===== src/rtl/vend_pkg.sv =====
// vend_pkg: shared definitions for the vending controller.
//   - coin encodings as seen on coin_in (NOCOIN/NICKEL/DIME/QUARTER)
//   - coin values in cents (5/10/25)
//   - controller state enum (IDLE/COLLECT/VEND)
//   - legal change amounts C0..C20
//   - coin_value(): maps a coin encoding to its value in cents
package vend_pkg;

  localparam logic [1:0] NOCOIN  = 2'b00;
  localparam logic [1:0] NICKEL  = 2'b01;
  localparam logic [1:0] DIME    = 2'b10;
  localparam logic [1:0] QUARTER = 2'b11;

  localparam logic [4:0] VAL_NICKEL  = 5'd5;
  localparam logic [4:0] VAL_DIME    = 5'd10;
  localparam logic [4:0] VAL_QUARTER = 5'd25;

  localparam logic [4:0] C0  = 5'd0;
  localparam logic [4:0] C5  = 5'd5;
  localparam logic [4:0] C10 = 5'd10;
  localparam logic [4:0] C15 = 5'd15;
  localparam logic [4:0] C20 = 5'd20;

  typedef enum logic [1:0] {
    IDLE    = 2'd0,
    COLLECT = 2'd1,
    VEND    = 2'd2
  } state_t;

  function automatic logic [4:0] coin_value(input logic [1:0] coin);
    case (coin)
      NICKEL:  return VAL_NICKEL;
      DIME:    return VAL_DIME;
      QUARTER: return VAL_QUARTER;
      default: return 5'd0;
    endcase
  endfunction

endpackage


===== src/rtl/vend_change_calc.sv =====
// vend_change_calc: combinational change maker.
// Given a change amount (0/5/10/15/20 cents) and the available nickel and
// dime inventory, picks the coins to pay out using a fixed dime-first
// priority and flags whether exact change is possible.
// Ports:
//   i_change   change amount in cents
//   i_nickels  nickel inventory available
//   i_dimes    dime inventory available
//   o_nickels  nickels to pay (0..4)
//   o_dimes    dimes to pay (0..2)
//   o_ok       exact change can be paid
module vend_change_calc
  import vend_pkg::*;
#(
  parameter int CNT_W = 8
) (
  input  logic [4:0]       i_change,
  input  logic [CNT_W-1:0] i_nickels,
  input  logic [CNT_W-1:0] i_dimes,
  output logic [2:0]       o_nickels,
  output logic [1:0]       o_dimes,
  output logic             o_ok
);

  logic w_n1, w_n2, w_n3, w_n4, w_d1, w_d2;

  assign w_n1 = (i_nickels >= CNT_W'(1));
  assign w_n2 = (i_nickels >= CNT_W'(2));
  assign w_n3 = (i_nickels >= CNT_W'(3));
  assign w_n4 = (i_nickels >= CNT_W'(4));
  assign w_d1 = (i_dimes   >= CNT_W'(1));
  assign w_d2 = (i_dimes   >= CNT_W'(2));

  always_comb begin
    o_nickels = 3'd0;
    o_dimes   = 2'd0;
    o_ok      = 1'b0;
    case (i_change)
      C0: o_ok = 1'b1;
      C5: begin
        o_ok      = w_n1;
        o_nickels = w_n1 ? 3'd1 : 3'd0;
      end
      C10: begin
        if (w_d1) begin
          o_ok = 1'b1; o_dimes = 2'd1;
        end else if (w_n2) begin
          o_ok = 1'b1; o_nickels = 3'd2;
        end
      end
      C15: begin
        if (w_d1 && w_n1) begin
          o_ok = 1'b1; o_dimes = 2'd1; o_nickels = 3'd1;
        end else if (w_n3) begin
          o_ok = 1'b1; o_nickels = 3'd3;
        end
      end
      C20: begin
        if (w_d2) begin
          o_ok = 1'b1; o_dimes = 2'd2;
        end else if (w_d1 && w_n2) begin
          o_ok = 1'b1; o_dimes = 2'd1; o_nickels = 3'd2;
        end else if (w_n4) begin
          o_ok = 1'b1; o_nickels = 3'd4;
        end
      end
      default: o_ok = 1'b0;
    endcase
  end

endmodule


===== src/rtl/vend_ctrl.sv =====
// vend_ctrl: coin acceptance and vend sequencing controller.
// Accumulates coins into credit, owns the nickel/dime inventory, rejects any
// coin whose resulting change cannot be paid exactly, and issues one vend
// command (change coin counts) over a valid/ready handshake once
// credit >= PRICE.
// Optional build macro: VEND_CTRL_REFILL_EN adds inventory refill inputs.
// Ports:
//   clock, reset               rising-edge clock, synchronous active-high reset
//   refill_valid/_nickels/_dimes  (VEND_CTRL_REFILL_EN only) inventory refill
//   coin_in                    coin event each cycle (00 none, 01 N, 10 D, 11 Q)
//   vend_ready                 dispense unit accepts the command
//   vend_valid                 vend command pending
//   vend_nickels, vend_dimes   change payload
//   coin_reject                one-cycle pulse, coin returned
//   credit                     current credit in cents
//   nickel_count, dime_count   inventory
//   busy                       high while in VEND
module vend_ctrl
  import vend_pkg::*;
#(
  parameter int PRICE        = 60,
  parameter int CNT_W        = 8,
  parameter int INIT_NICKELS = 0,
  parameter int INIT_DIMES   = 0
) (
  input  logic             clock,
  input  logic             reset,
`ifdef VEND_CTRL_REFILL_EN
  input  logic             refill_valid,
  input  logic [3:0]       refill_nickels,
  input  logic [3:0]       refill_dimes,
`endif
  input  logic [1:0]       coin_in,
  input  logic             vend_ready,
  output logic             vend_valid,
  output logic [2:0]       vend_nickels,
  output logic [1:0]       vend_dimes,
  output logic             coin_reject,
  output logic [6:0]       credit,
  output logic [CNT_W-1:0] nickel_count,
  output logic [CNT_W-1:0] dime_count,
  output logic             busy
);

  // Headroom for inventory + coin + refill before saturating back to CNT_W.
  localparam int SUM_W = CNT_W + 2;

  function automatic logic [CNT_W-1:0] sat_cnt(input logic [SUM_W-1:0] v);
    if (v > SUM_W'({CNT_W{1'b1}})) return {CNT_W{1'b1}};
    return v[CNT_W-1:0];
  endfunction

  state_t           r_state, w_next_state;
  logic [6:0]       r_credit;
  logic [2:0]       r_vend_nickels;
  logic [1:0]       r_vend_dimes;
  logic             r_coin_reject;
  logic [CNT_W-1:0] r_nickel_cnt, r_dime_cnt;

  logic             w_coin_evt, w_is_nickel, w_is_dime;
  logic [7:0]       w_new_credit;
  logic             w_reach;
  logic [4:0]       w_change;
  logic [CNT_W-1:0] w_inv_n, w_inv_d;
  logic [2:0]       w_chg_nickels;
  logic [1:0]       w_chg_dimes;
  logic             w_chg_ok;
  logic             w_accept, w_reject, w_handshake;
  logic             w_vend_valid, w_busy;
  logic [3:0]       w_refill_n, w_refill_d;
  logic [2:0]       w_dec_n;
  logic [1:0]       w_dec_d;
  logic [SUM_W-1:0] w_sum_n, w_sum_d;

  assign w_coin_evt   = (coin_in != NOCOIN);
  assign w_is_nickel  = (coin_in == NICKEL);
  assign w_is_dime    = (coin_in == DIME);
  assign w_new_credit = {1'b0, r_credit} + {3'b000, coin_value(coin_in)};
  assign w_reach      = (w_new_credit >= 8'(PRICE));
  assign w_change     = w_reach ? 5'(w_new_credit - 8'(PRICE)) : 5'd0;

  // The coin being inserted may itself be handed back as change.
  assign w_inv_n = w_is_nickel ? sat_cnt(SUM_W'(r_nickel_cnt) + SUM_W'(1)) : r_nickel_cnt;
  assign w_inv_d = w_is_dime   ? sat_cnt(SUM_W'(r_dime_cnt)   + SUM_W'(1)) : r_dime_cnt;

  vend_change_calc #(.CNT_W(CNT_W)) u_change (
    .i_change  (w_change),
    .i_nickels (w_inv_n),
    .i_dimes   (w_inv_d),
    .o_nickels (w_chg_nickels),
    .o_dimes   (w_chg_dimes),
    .o_ok      (w_chg_ok)
  );

  // Coins below the price are always accepted; coins in VEND never are.
  assign w_accept    = (r_state != VEND) && w_coin_evt && (!w_reach || w_chg_ok);
  assign w_reject    = w_coin_evt && !w_accept;
  assign w_handshake = (r_state == VEND) && vend_ready;

  always_ff @(posedge clock) begin
    if (reset) r_state <= IDLE;
    else       r_state <= w_next_state;
  end

  always_comb begin
    w_next_state = r_state;
    case (r_state)
      IDLE, COLLECT: if (w_accept) w_next_state = w_reach ? VEND : COLLECT;
      VEND:          if (vend_ready) w_next_state = IDLE;
      default:       w_next_state = IDLE;
    endcase
  end

  always_comb begin
    w_vend_valid = 1'b0;
    w_busy       = 1'b0;
    if (r_state == VEND) begin
      w_vend_valid = 1'b1;
      w_busy       = 1'b1;
    end
  end

  // Credit and payload; the payload is latched on the final coin and held
  // until the handshake.
  always_ff @(posedge clock) begin
    if (reset) begin
      r_credit       <= 7'd0;
      r_vend_nickels <= 3'd0;
      r_vend_dimes   <= 2'd0;
      r_coin_reject  <= 1'b0;
    end else begin
      r_coin_reject <= w_reject;
      if (w_accept) begin
        r_credit <= w_new_credit[6:0];
        if (w_reach) begin
          r_vend_nickels <= w_chg_nickels;
          r_vend_dimes   <= w_chg_dimes;
        end
      end else if (w_handshake) begin
        r_credit       <= 7'd0;
        r_vend_nickels <= 3'd0;
        r_vend_dimes   <= 2'd0;
      end
    end
  end

`ifdef VEND_CTRL_REFILL_EN
  assign w_refill_n = refill_valid ? refill_nickels : 4'd0;
  assign w_refill_d = refill_valid ? refill_dimes   : 4'd0;
`else
  assign w_refill_n = 4'd0;
  assign w_refill_d = 4'd0;
`endif

  assign w_dec_n = w_handshake ? r_vend_nickels : 3'd0;
  assign w_dec_d = w_handshake ? r_vend_dimes   : 2'd0;

  // Net inventory change in one sum; payout never exceeds stock because the
  // acceptance check already proved the change payable.
  assign w_sum_n = SUM_W'(r_nickel_cnt) + SUM_W'(w_accept && w_is_nickel)
                 + SUM_W'(w_refill_n) - SUM_W'(w_dec_n);
  assign w_sum_d = SUM_W'(r_dime_cnt) + SUM_W'(w_accept && w_is_dime)
                 + SUM_W'(w_refill_d) - SUM_W'(w_dec_d);

  always_ff @(posedge clock) begin
    if (reset) begin
      r_nickel_cnt <= CNT_W'(INIT_NICKELS);
      r_dime_cnt   <= CNT_W'(INIT_DIMES);
    end else begin
      r_nickel_cnt <= sat_cnt(w_sum_n);
      r_dime_cnt   <= sat_cnt(w_sum_d);
    end
  end

  assign vend_valid   = w_vend_valid;
  assign busy         = w_busy;
  assign vend_nickels = r_vend_nickels;
  assign vend_dimes   = r_vend_dimes;
  assign coin_reject  = r_coin_reject;
  assign credit       = r_credit;
  assign nickel_count = r_nickel_cnt;
  assign dime_count   = r_dime_cnt;

endmodule

===== config.mk =====
export PLATFORM = sky130hd
export DESIGN_NAME = vend_ctrl
export DESIGN_NICKNAME = d
export VERILOG_FILES = /design/src/rtl/vend_pkg.sv /design/src/rtl/vend_change_calc.sv /design/src/rtl/vend_ctrl.sv
export SDC_FILE = /design/constraint.sdc
export NUM_CORES = 1
export LEC_CHECK = 0
export CAP_MARGIN = 20
export CORE_MARGIN = 3
export CORE_UTILIZATION = 55
export CTS_CLUSTER_DIAMETER = 60
export DETAILED_ROUTE_END_ITERATION = 8
export GPL_TIMING_DRIVEN = 0
export PLACE_DENSITY_LB_ADDON = 0.05
export SKIP_CTS_REPAIR_TIMING = 1
export SLEW_MARGIN = 20
export SYNTH_ARGS = -nofsm -noshare
export SYNTH_HDL_FRONTEND = slang
export SYNTH_SLANG_ARGS = --single-unit

===== constraint.sdc =====
create_clock -name clock -period 10.7 [get_ports clock]
set_clock_uncertainty 0.15 [all_clocks]
set_input_delay 1.07 -clock clock [delete_from_list [all_inputs] [get_ports clock]]
set_output_delay 1.07 -clock clock [all_outputs]
set_load 0.02 [all_outputs]

-- Word level (Yosys, flattened, before mapping)
Index checks and enable logic that the tools add are counted.
- input port bits: 5
- output and inout port bits: 31
- flip-flop bits (word level): 31
- logic and storage cells: 112
- add/subtract/negate cells: 8
- $lt $le $gt $ge: 11
- reduce and logical (&&, ||, !) cells: 18
- eq/ne operators: 13
- mux-type cells: 55
- operator list (operator ; count):
    $mux 8 ; 10
    $mux 3 ; 9
    $ge 8x2->1 const B ; 3
    $gt 10x8->1 const B ; 2
    $mux 2 ; 10
    $add 8x1->9 ; 2
    $add 8x1->9 const B ; 2
    $gt 9x8->1 const B ; 2
    $mux 1 ; 18
    $ge 8x1->1 const B ; 2
    $pmux 5 s3 ; 1
    $mux 7 ; 2
    $pmux 3 s4 ; 1
    $eq 5x4->1 const B ; 2
    $sub 9x2->10 ; 1
    $sub 9x3->10 ; 1
    $add 7x5->8 ; 1
    $ge 8x3->1 const B ; 1
    $ge 8x6->1 const B ; 1
    $logic_and 1x1->1 ; 8
    $ne 2x2->1 const B ; 4
    $eq 2x2->1 const B ; 3
    $pmux 2 s3 ; 1
    $eq 5x3->1 const B ; 1
    13 further kinds ; 17

-- Logic depth before layout (Yosys ltp)
Gate-level depths: netlist of the first run.
- depth in word-level cells: 19
- gate-level depth with buffers: 27

-- Modules after synthesis
Synthesis of the first run repeated with hierarchy kept, for this count alone.
- cell total of the unflattened synthesis: 371
- area, all modules: 3034.2 um2
- modules (own cells, without submodules) (module ; cells an instance ; instances ; area each (um2)):
    vend_ctrl ; 335 ; 1 ; 2797.7
    vend_change_calc ; 36 ; 1 ; 236.5

-- Least setup slack after synthesis of the first run
No wires, ideal clock.
- path type: input-to-reg
- start point: input port coin_in[0]
- end point: register r_dime_cnt[6] (netlist: dime_count[6])
- setup slack: 4.601 ns
- path buffers: 0
- data arrival time: 5.880 ns
- stages: 26
- path through: ha_1 fa_1 xnor2_1 inv_2 ha_1 or3_1 nor2_1 nand4b_1 or3_1 o22ai_2 nand2_2 nand2_4 nand2_1 ha_1 inv_1 ha_1 inv_1 fa_1 nor2b_1 o21ai_0 a21boi_0 o21a_1 o21a_1 o21bai_1 a211o_1 nand4b_1
- cells in the longest elaborated chain, start to end: 16
- elaborated cells on any way between the ends: 43
- those cells by class: add/sub: 4; order compare: 8; eq/ne: 7; mux: 15; reduce/logical: 9
- ends and longest elaborated chain (item ; RTL line ; RTL):
    start, declared ; vend_ctrl.sv:33 ; input logic [1:0] coin_in,
    $eq 2x2->1, or another cell as far along ; vend_pkg.sv:31 ; case (coin)
    $pmux 5 s3, or another cell as far along ; vend_pkg.sv:31 ;
    $add 7x5->8, or another cell as far along ; vend_ctrl.sv:78 ; assign w_new_credit = {1'b0, r_credit} + {3'b000, coin_value(coin_in)};
    $ge 8x6->1, or another cell as far along ; vend_ctrl.sv:79 ; assign w_reach = (w_new_credit >= 8'(PRICE));
    $mux 5 / $mux 1 (equally long branches) ; vend_ctrl.sv:80, vend_change_calc.sv:61 ;
    $eq 5x5->1, or another cell as far along ; vend_change_calc.sv:38 ; case (i_change)
    $pmux 1 s5 ; vend_change_calc.sv:38 ;
    $logic_or 1x1->1 ; vend_ctrl.sv:96 ; assign w_accept = (r_state != VEND) && w_coin_evt && (!w_reach || w_chg_ok);
    $logic_and 1x1->1 ; vend_ctrl.sv:96 ;
    $logic_and 1x1->1 (*) ; vend_ctrl.sv:162 ; assign w_sum_d = SUM_W'(r_dime_cnt) + SUM_W'(w_accept && w_is_dime)
    $add 8x1->9 (*) ; vend_ctrl.sv:162 ;
    $sub 9x2->10 (*) ; vend_ctrl.sv:163 ; + SUM_W'(w_refill_d) - SUM_W'(w_dec_d);
    $gt 10x8->1 ; vend_ctrl.sv:49 ; if (v > SUM_W'({CNT_W{1'b1}})) return {CNT_W{1'b1}};
    $mux 1 ; vend_ctrl.sv:49 ;
    $mux 1 ; vend_ctrl.sv:166 ; if (reset) begin
    $mux 8 (*) ; vend_ctrl.sv:50 ; return v[CNT_W-1:0];
    end signal, assigned ; vend_ctrl.sv:168 ; r_dime_cnt <= CNT_W'(INIT_DIMES);
    end signal, assigned ; vend_ctrl.sv:171 ; r_dime_cnt <= sat_cnt(w_sum_d);
    end, declared ; vend_ctrl.sv:58 ; logic [CNT_W-1:0] r_nickel_cnt, r_dime_cnt;
Every way passes the cells marked *; elsewhere a longest branch is shown, timed or not. The select of a mux whose other input is x is not followed.
A chain may end at the register's enable or synchronous reset.

-- Final worst setup path of the first run
- start point: input port coin_in[0]
- end point: register r_nickel_cnt[6] (netlist: nickel_count[6])
- cells in the longest elaborated chain, start to end: 16
- elaborated cells on any way between the ends: 43
- those cells by class: add/sub: 4; order compare: 8; eq/ne: 7; mux: 15; reduce/logical: 9
- ends and longest elaborated chain (item ; RTL line ; RTL):
    $eq 2x2->1, or another cell as far along ; vend_pkg.sv:31 ;
    $pmux 5 s3, or another cell as far along ; vend_pkg.sv:31 ;
    $add 7x5->8, or another cell as far along ; vend_ctrl.sv:78 ;
    $ge 8x6->1, or another cell as far along ; vend_ctrl.sv:79 ;
    $mux 5 / $mux 1 (equally long branches) ; vend_ctrl.sv:80, vend_change_calc.sv:61 ;
    $eq 5x5->1, or another cell as far along ; vend_change_calc.sv:38 ;
    $pmux 1 s5 ; vend_change_calc.sv:38 ;
    $logic_or 1x1->1 ; vend_ctrl.sv:96 ;
    $logic_and 1x1->1 ; vend_ctrl.sv:96 ;
    $logic_and 1x1->1 (*) ; vend_ctrl.sv:160 ; assign w_sum_n = SUM_W'(r_nickel_cnt) + SUM_W'(w_accept && w_is_nickel)
    $add 8x1->9 (*) ; vend_ctrl.sv:160 ;
    $sub 9x3->10 (*) ; vend_ctrl.sv:161 ; + SUM_W'(w_refill_n) - SUM_W'(w_dec_n);
    $gt 10x8->1 ; vend_ctrl.sv:49 ;
    $mux 1 ; vend_ctrl.sv:49 ;
    $mux 1 ; vend_ctrl.sv:166 ;
    $mux 8 (*) ; vend_ctrl.sv:50 ;
    end signal, assigned ; vend_ctrl.sv:167 ; r_nickel_cnt <= CNT_W'(INIT_NICKELS);
    end signal, assigned ; vend_ctrl.sv:170 ; r_nickel_cnt <= sat_cnt(w_sum_n);
    end, declared ; vend_ctrl.sv:58 ;
Marks and branches as above.

==> flow_metrics.tcl, run 1 <==
set metrics [dict create \
    grt_antenna_before_repair 0 \
    ys_ff_latch 31 \
    grtUsageTotal_pct 24.01 \
    rrSetupSlack_ps 4660 \
    seqCellArea_um2 620.6 \
    ctsRootBufferMaster "clkbuf_8" \
    vias 3130 \
    multi_input_area_um2 2469 \
    synth-compound-area-share_pct 23.46 \
    fillers 494 \
    timing.fmax_mhz 140.8 \
    p_switching_mw 0.5517 \
    hpwl_um 6454 \
    r2r-end "nickel_count[6]" \
    postLayoutCoreUtil_pct 67.75 \
    n_antenna_cell 0 \
    synthSimpleGateAreaFrac_pct 28.98 \
    cts.sinks 31 \
    required_ps 10770 \
    synthArstFlopShare_pct 0 \
    p_comb_share_pct 67.9 \
    relSlewSlack_pct 42.38 \
    switching_share_pct 48.13 \
    synth-xor-area-share_pct 2.951 \
    cts_tree "yes" \
    gp_congestion 0.8902 \
    synth.avg_cell_area_um2 8.243 \
    synth_cells 396 \
    critPathKind "input port to flip-flop" \
    synth_top_family_by_area "simple AND/OR/NAND/NOR gates" \
    drtAntennaViolNets 0 \
    synth-edff-count 0 \
    clock_latency_ps 290 \
    r2r_start "credit[0]" \
    worst_pin_slew_ps 861.6 \
    drive_gt1_share_pct 11.39 \
    hold_class "flip-flop to flip-flop" \
    initial_core_util_pct 57.86 \
    synth_cell_types 82 \
    core_area_um2 5642 \
    grt_pass1_wl_um 13730 \
    stdcell_count 511 \
    place.detailed.instances 503 \
    clkPwrFrac_pct 10.7 \
    die_y_um 83.04 \
    ios 36 \
    die_w_um 83.04 \
    grt_start_max_net_pins 12 \
    fin_crit_ps 7104 \
    min_period_over_period_pct 66.40 \
    grt_pass1_vias 2957 \
    endpoint_kind "flip-flop" \
    leakage_nw 1.638 \
    hold_path.startpoint "r_state[0]" \
    hold_viol 0 \
    route.detailed.drc 0 \
    synth_nets 446 \
    via_per_inst 6.125 \
    portBuffers 35 \
    fin_nets 488 \
    setup_viol 0 \
    muxShareOfSynthArea_pct 2.300 \
    final_max_slew_viol_count 0 \
    p_int_mw 0.5947 \
    drv_cap 0 \
    reg2reg_depth 26 \
    wl_um 8393 \
    drtPass1Iterations 4 \
    ir_worst_vdd_uv 148.7 \
    cts_buffers 5 \
    rsz0062_at_grt "no" \
    synth.cell_area_um2 3264 \
    min_path_cells 2 \
    crit_arrival_ps 7170 \
    overflow 0 \
    total_power_mw 1.146 \
    yosys.area_share.adder_pct 17.94 \
    hold_ws_ps 328.5 \
    crit_fanout 9 \
    yosysWarnings 0 \
    start_kind "input port" \
    clockBufferDepth 2 \
    fp.dieArea_um2 6896 \
    synth_flop_cell "dfxtp_1" \
    min_to "r_state[0]" \
    seq_area_frac_synth_pct 19.01 \
    wl_per_cell_um 16.42 \
    status "finished clean" \
    htreeDepth 2 \
    seq_power_share_pct 21.4 \
    powerDensity_nw_per_um2 299.9 \
    path_clk_slew_ps 70 \
    area_delta_synth_final_pct 17.09 \
    placementRows 27 \
    drtIter0Drc 135 \
    fin_setup_tns_ps 0 \
]
per-stage QoR:
stage	area [µm²]	setup WS [ps]
after floorplan	3264	4601
after global placement	3705	3355
after detailed placement	3705	3309
after CTS	3822	3584
after global routing	3822	3096
final	3822	3596
power groups by stage:
stage | combinational, mW | clock, mW | sequential [mW]
after floorplan | 0.531 | 0 | 0.273
after global placement | 0.750 | 0 | 0.244
after detailed placement | 0.768 | 0 | 0.247
after CTS | 0.774 | 0.124 | 0.244
after global routing | 0.863 | 0.129 | 0.257
final | 0.778 | 0.123 | 0.246
critical path: stages:
cell	delay (ps)
clkdlybuf4s50_1	530
ha_1	310
fa_1	410
xnor2_1	480
inv_2	70
ha_1	310
or3_1	330
nor2_1	120
nand4b_1	140
or3_1	410
o22ai_2	200
nand2_2	160
nand2_4	180
nand2_1	70
ha_1	270
inv_1	60
ha_1	160
inv_1	50
fa_1	380
nor2b_1	150
o21ai_0	110
a21boi_0	240
o21a_1	170
o21a_1	140
o21bai_1	90
a211o_1	430
nand4b_1	140
worst max path at each step:
stage          cells after the start         endpoint       start
6_report                          27  nickel_count[6]  coin_in[0]
5_1_grt                           27  nickel_count[6]  coin_in[0]
4_1_cts                           27  nickel_count[6]  coin_in[0]
3_5_place_dp                      27  nickel_count[6]  coin_in[0]
3_3_place_gp                      27    dime_count[6]  coin_in[0]
2_1_floorplan                     26    dime_count[6]  coin_in[0]
final cells by class:
type / instances / area share [%]
multi-input combinational: 322 / 64.58
clock inverter: 2 / 0.9165
buffer: 9 / 1.178
timing repair buffer: 35 / 9.165
clock buffer: 6 / 2.160
sequential: 31 / 16.24
inverter: 34 / 3.404
tap: 72 / 2.357
flip-flops by register name, indices dropped and copies added (netlist names):
name / flops
vend_dimes: 2
vend_nickels: 3
credit: 7
coin_reject: 1
dime_count: 8
r_state: 2
nickel_count: 8
cells in the mapped netlist, types with 7 or more instances:
master	count	area (µm²)
nor3_1	11	55.05
nand4_1	20	125.1
inv_1	32	120.1
nand2b_1	9	56.30
nor2_1	22	82.58
ha_1	42	525.5
nand2_1	24	90.09
clkbuf_1	7	26.28
nand3_1	11	55.05
a21oi_1	23	115.1
dfxtp_1	31	620.6
xnor2_1	10	87.58
o21ai_0	13	65.06
cell families (layout without fill, tap and decap cells):
family / Yosys count / after routing
mux: 6 / 6
xor+xnor: 11 / 11
flops: 31 / 31
compound gates: 101 / 101
simple gates: 159 / 159
fa+ha+maj: 45 / 45
buf+inv: 43 / 86
placed cells by master, fill, tap and decap left out, drive strengths merged, types with 3 or more instances in the layout:
cell,Yosys,final
a211oi,5,5
a21o,5,5
a21oi,24,24
a31oi,4,4
a32o,4,4
and2,4,4
and3,7,7
and3b,3,3
and4,4,4
clkbuf,7,13
clkdlybuf4s50,0,35
dfxtp,31,31
fa,3,3
ha,42,42
inv,34,34
mux2,3,3
mux2i,3,3
nand2,26,26
nand2b,10,10
nand3,11,11
nand3b,4,4
nand4,20,20
nand4b,3,3
nor2,22,22
nor2b,7,7
nor3,11,11
nor3b,6,6
o2111ai,4,4
o211ai,4,4
o21a,6,6
o21ai,20,20
o21bai,4,4
or2,7,7
or3,6,6
xnor2,10,10
layer usage:
metal  vias up  share of wire (%)  GRT usage [%]
met5         -                  0              0
met4         0                3.0          10.10
met2        59                 49          42.27
li1       1552                  -              -
met3        20                2.9          3.175
met1      1499                 46          29.14
(Power assumes the default switching activity.)
==> run 2, diff against run 1 <==
--- a/config.mk
+++ b/config.mk
@@ -7,7 +7,7 @@
 export LEC_CHECK = 0
 export CAP_MARGIN = 20
 export CORE_MARGIN = 3
-export CORE_UTILIZATION = 55
+export CORE_UTILIZATION = 52
 export CTS_CLUSTER_DIAMETER = 60
 export DETAILED_ROUTE_END_ITERATION = 8
 export GPL_TIMING_DRIVEN = 0
==> constraint.sdc (replaced) <==
create_clock -name clock -period 6.2 [get_ports clock]
set_clock_uncertainty 0.15 [all_clocks]
set_input_delay 0.62 -clock clock [delete_from_list [all_inputs] [get_ports clock]]
set_output_delay 0.62 -clock clock [all_outputs]
set_load 0.02 [all_outputs]
==> flow_metrics.tcl, run 2 (same netlist as run 1, synthesis figures left out) <==
set metrics [dict create \
    final_cell_mix "ha_1 (41), clkdlybuf4s50_1 (33), inv_1 (32)" \
    gp_congestion 0.9117 \
    core_area_um2 5991 \
    relSlewSlack_pct 45.89 \
    drtPass1Iterations 4 \
    drtAntennaViolNets 0 \
    grtUsageTotal_pct 23.28 \
    hold_class "flip-flop to flip-flop" \
    critPathKind "input port to flip-flop" \
    final_common_cell "ha_1" \
    wl_per_cell_um 16.69 \
    initial_core_util_pct 54.49 \
    cp_num_buf_inv 3 \
    die_y_um 85.23 \
    cts.sinks 31 \
    hold_viol 0 \
    min_path_cells 2 \
    ir_worst_vdd_uv 274.8 \
    placementRows 28 \
    grt_pass1_wl_um 13870 \
    path_clk_slew_ps 70 \
    die_w_um 85.23 \
    critPathTopFamily "simple AND/OR/NAND/NOR gates" \
    cp_common_cell "ha_1" \
    fp.dieArea_um2 7264 \
    crit_arrival_ps 6030 \
    grt_pass1_vias 3010 \
    ctsRootBufferMaster "clkbuf_8" \
    ios 36 \
    postLayoutCoreUtil_pct 65.41 \
    total_power_mw 1.974 \
    vias 3173 \
    htreeDepth 2 \
    via_per_inst 6.102 \
    fin_crit_ps 5960 \
    fin_area_um2 3919 \
    endpoint_kind "flip-flop" \
    worst_pin_slew_ps 809.1 \
    drtIter0Drc 152 \
    placed_cell_area_um2 3709 \
    start_kind "input port" \
    cts_tree "yes" \
    area_delta_synth_final_pct 20.05 \
    cts_buffers 5 \
    overflow 0 \
    min_period_over_period_pct 96.12 \
    route.detailed.drc 0 \
    drv_cap 0 \
    wl_um 8677 \
    status "finished clean" \
    fin_nets 494 \
    crit_fanout 8 \
    hpwl_um 6620 \
    clock_latency_ps 280 \
    n_antenna_cell 0 \
    worst-path-stages 28 \
    drive_gt1_share_pct 14.61 \
    portBuffers 35 \
    leakage_nw 1.681 \
    clockBufferDepth 2 \
    crit_path_max_incr_delay_ps 400 \
    grt_start_max_net_pins 12 \
    grt_antenna_before_repair 0 \
    reg2reg_depth 26 \
    setup_viol 0 \
    final_max_slew_viol_count 0 \
    required_ps 6270 \
    timing.fmax_mhz 167.8 \
    powerDensity_nw_per_um2 503.7 \
    cpMaxStageDelayCell "or3_4" \
]
-- run 2: per-stage QoR --
stage | setup TNS (ps) | instances | hold slack (ps) | setup slack [ps]
4_1_cts | -8631 | 514 | 320.4 | -563.2
2_1_floorplan | 0 | 396 | 286.3 | 550.9
3_5_place_dp | -13230 | 506 | 307.8 | -843.7
6_report | 0 | 520 | 322.9 | 240.5
5_1_grt | -1761 | 520 | 380.6 | -131.9
3_3_place_gp | -11570 | 506 | 311.1 | -748.8
-- run 2: path summary, 6_finish.rpt --
| path | from | end | slack, ps |
|---|---|---|---|
| max | coin_in[1] | dime_count[6] | 240 |
| min | r_state[0] | r_state[0] | 320 |
| max reg2reg | credit[1] | dime_count[6] | 540 |
| min reg2reg | r_state[0] | r_state[0] | 320 |
-- run 2: where the power goes --
| group | internal [mW] | switching (mW) | total, mW | leakage [nW] |
|---|---|---|---|---|
| logic | 0.649 | 0.748 | 1.40 | 1.38 |
| clock network | 0.0787 | 0.0757 | 0.154 | 0.0422 |
| registers | 0.280 | 0.143 | 0.423 | 0.257 |
-- run 2: per-layer routing --
layer,vias to the layer above,GRT usage (%),wire [µm]
li1,1562,-,-
met1,1520,29.17,3788
met2,76,40.40,4290
met3,15,3.301,442
met4,0,8.489,156
met5,-,0,0
-- run 2: layout make-up --
cell class | instances | area, µm²
Timing Repair Buffer | 41 | 400.4
Sequential cell | 31 | 620.6
Multi-Input combinational cell | 322 | 2547
Fill cell | 524 | 2072
Inverter | 34 | 130.1
Buffer | 9 | 45.04
Clock buffer | 7 | 76.32
Clock inverter | 1 | 5.005
Tap cell | 75 | 93.84
-- run 2: worst min-delay path: stages, from the launching register on --
cell and delay, ps:
dfxtp_1 310, nand2_1 50, o21ai_0 60
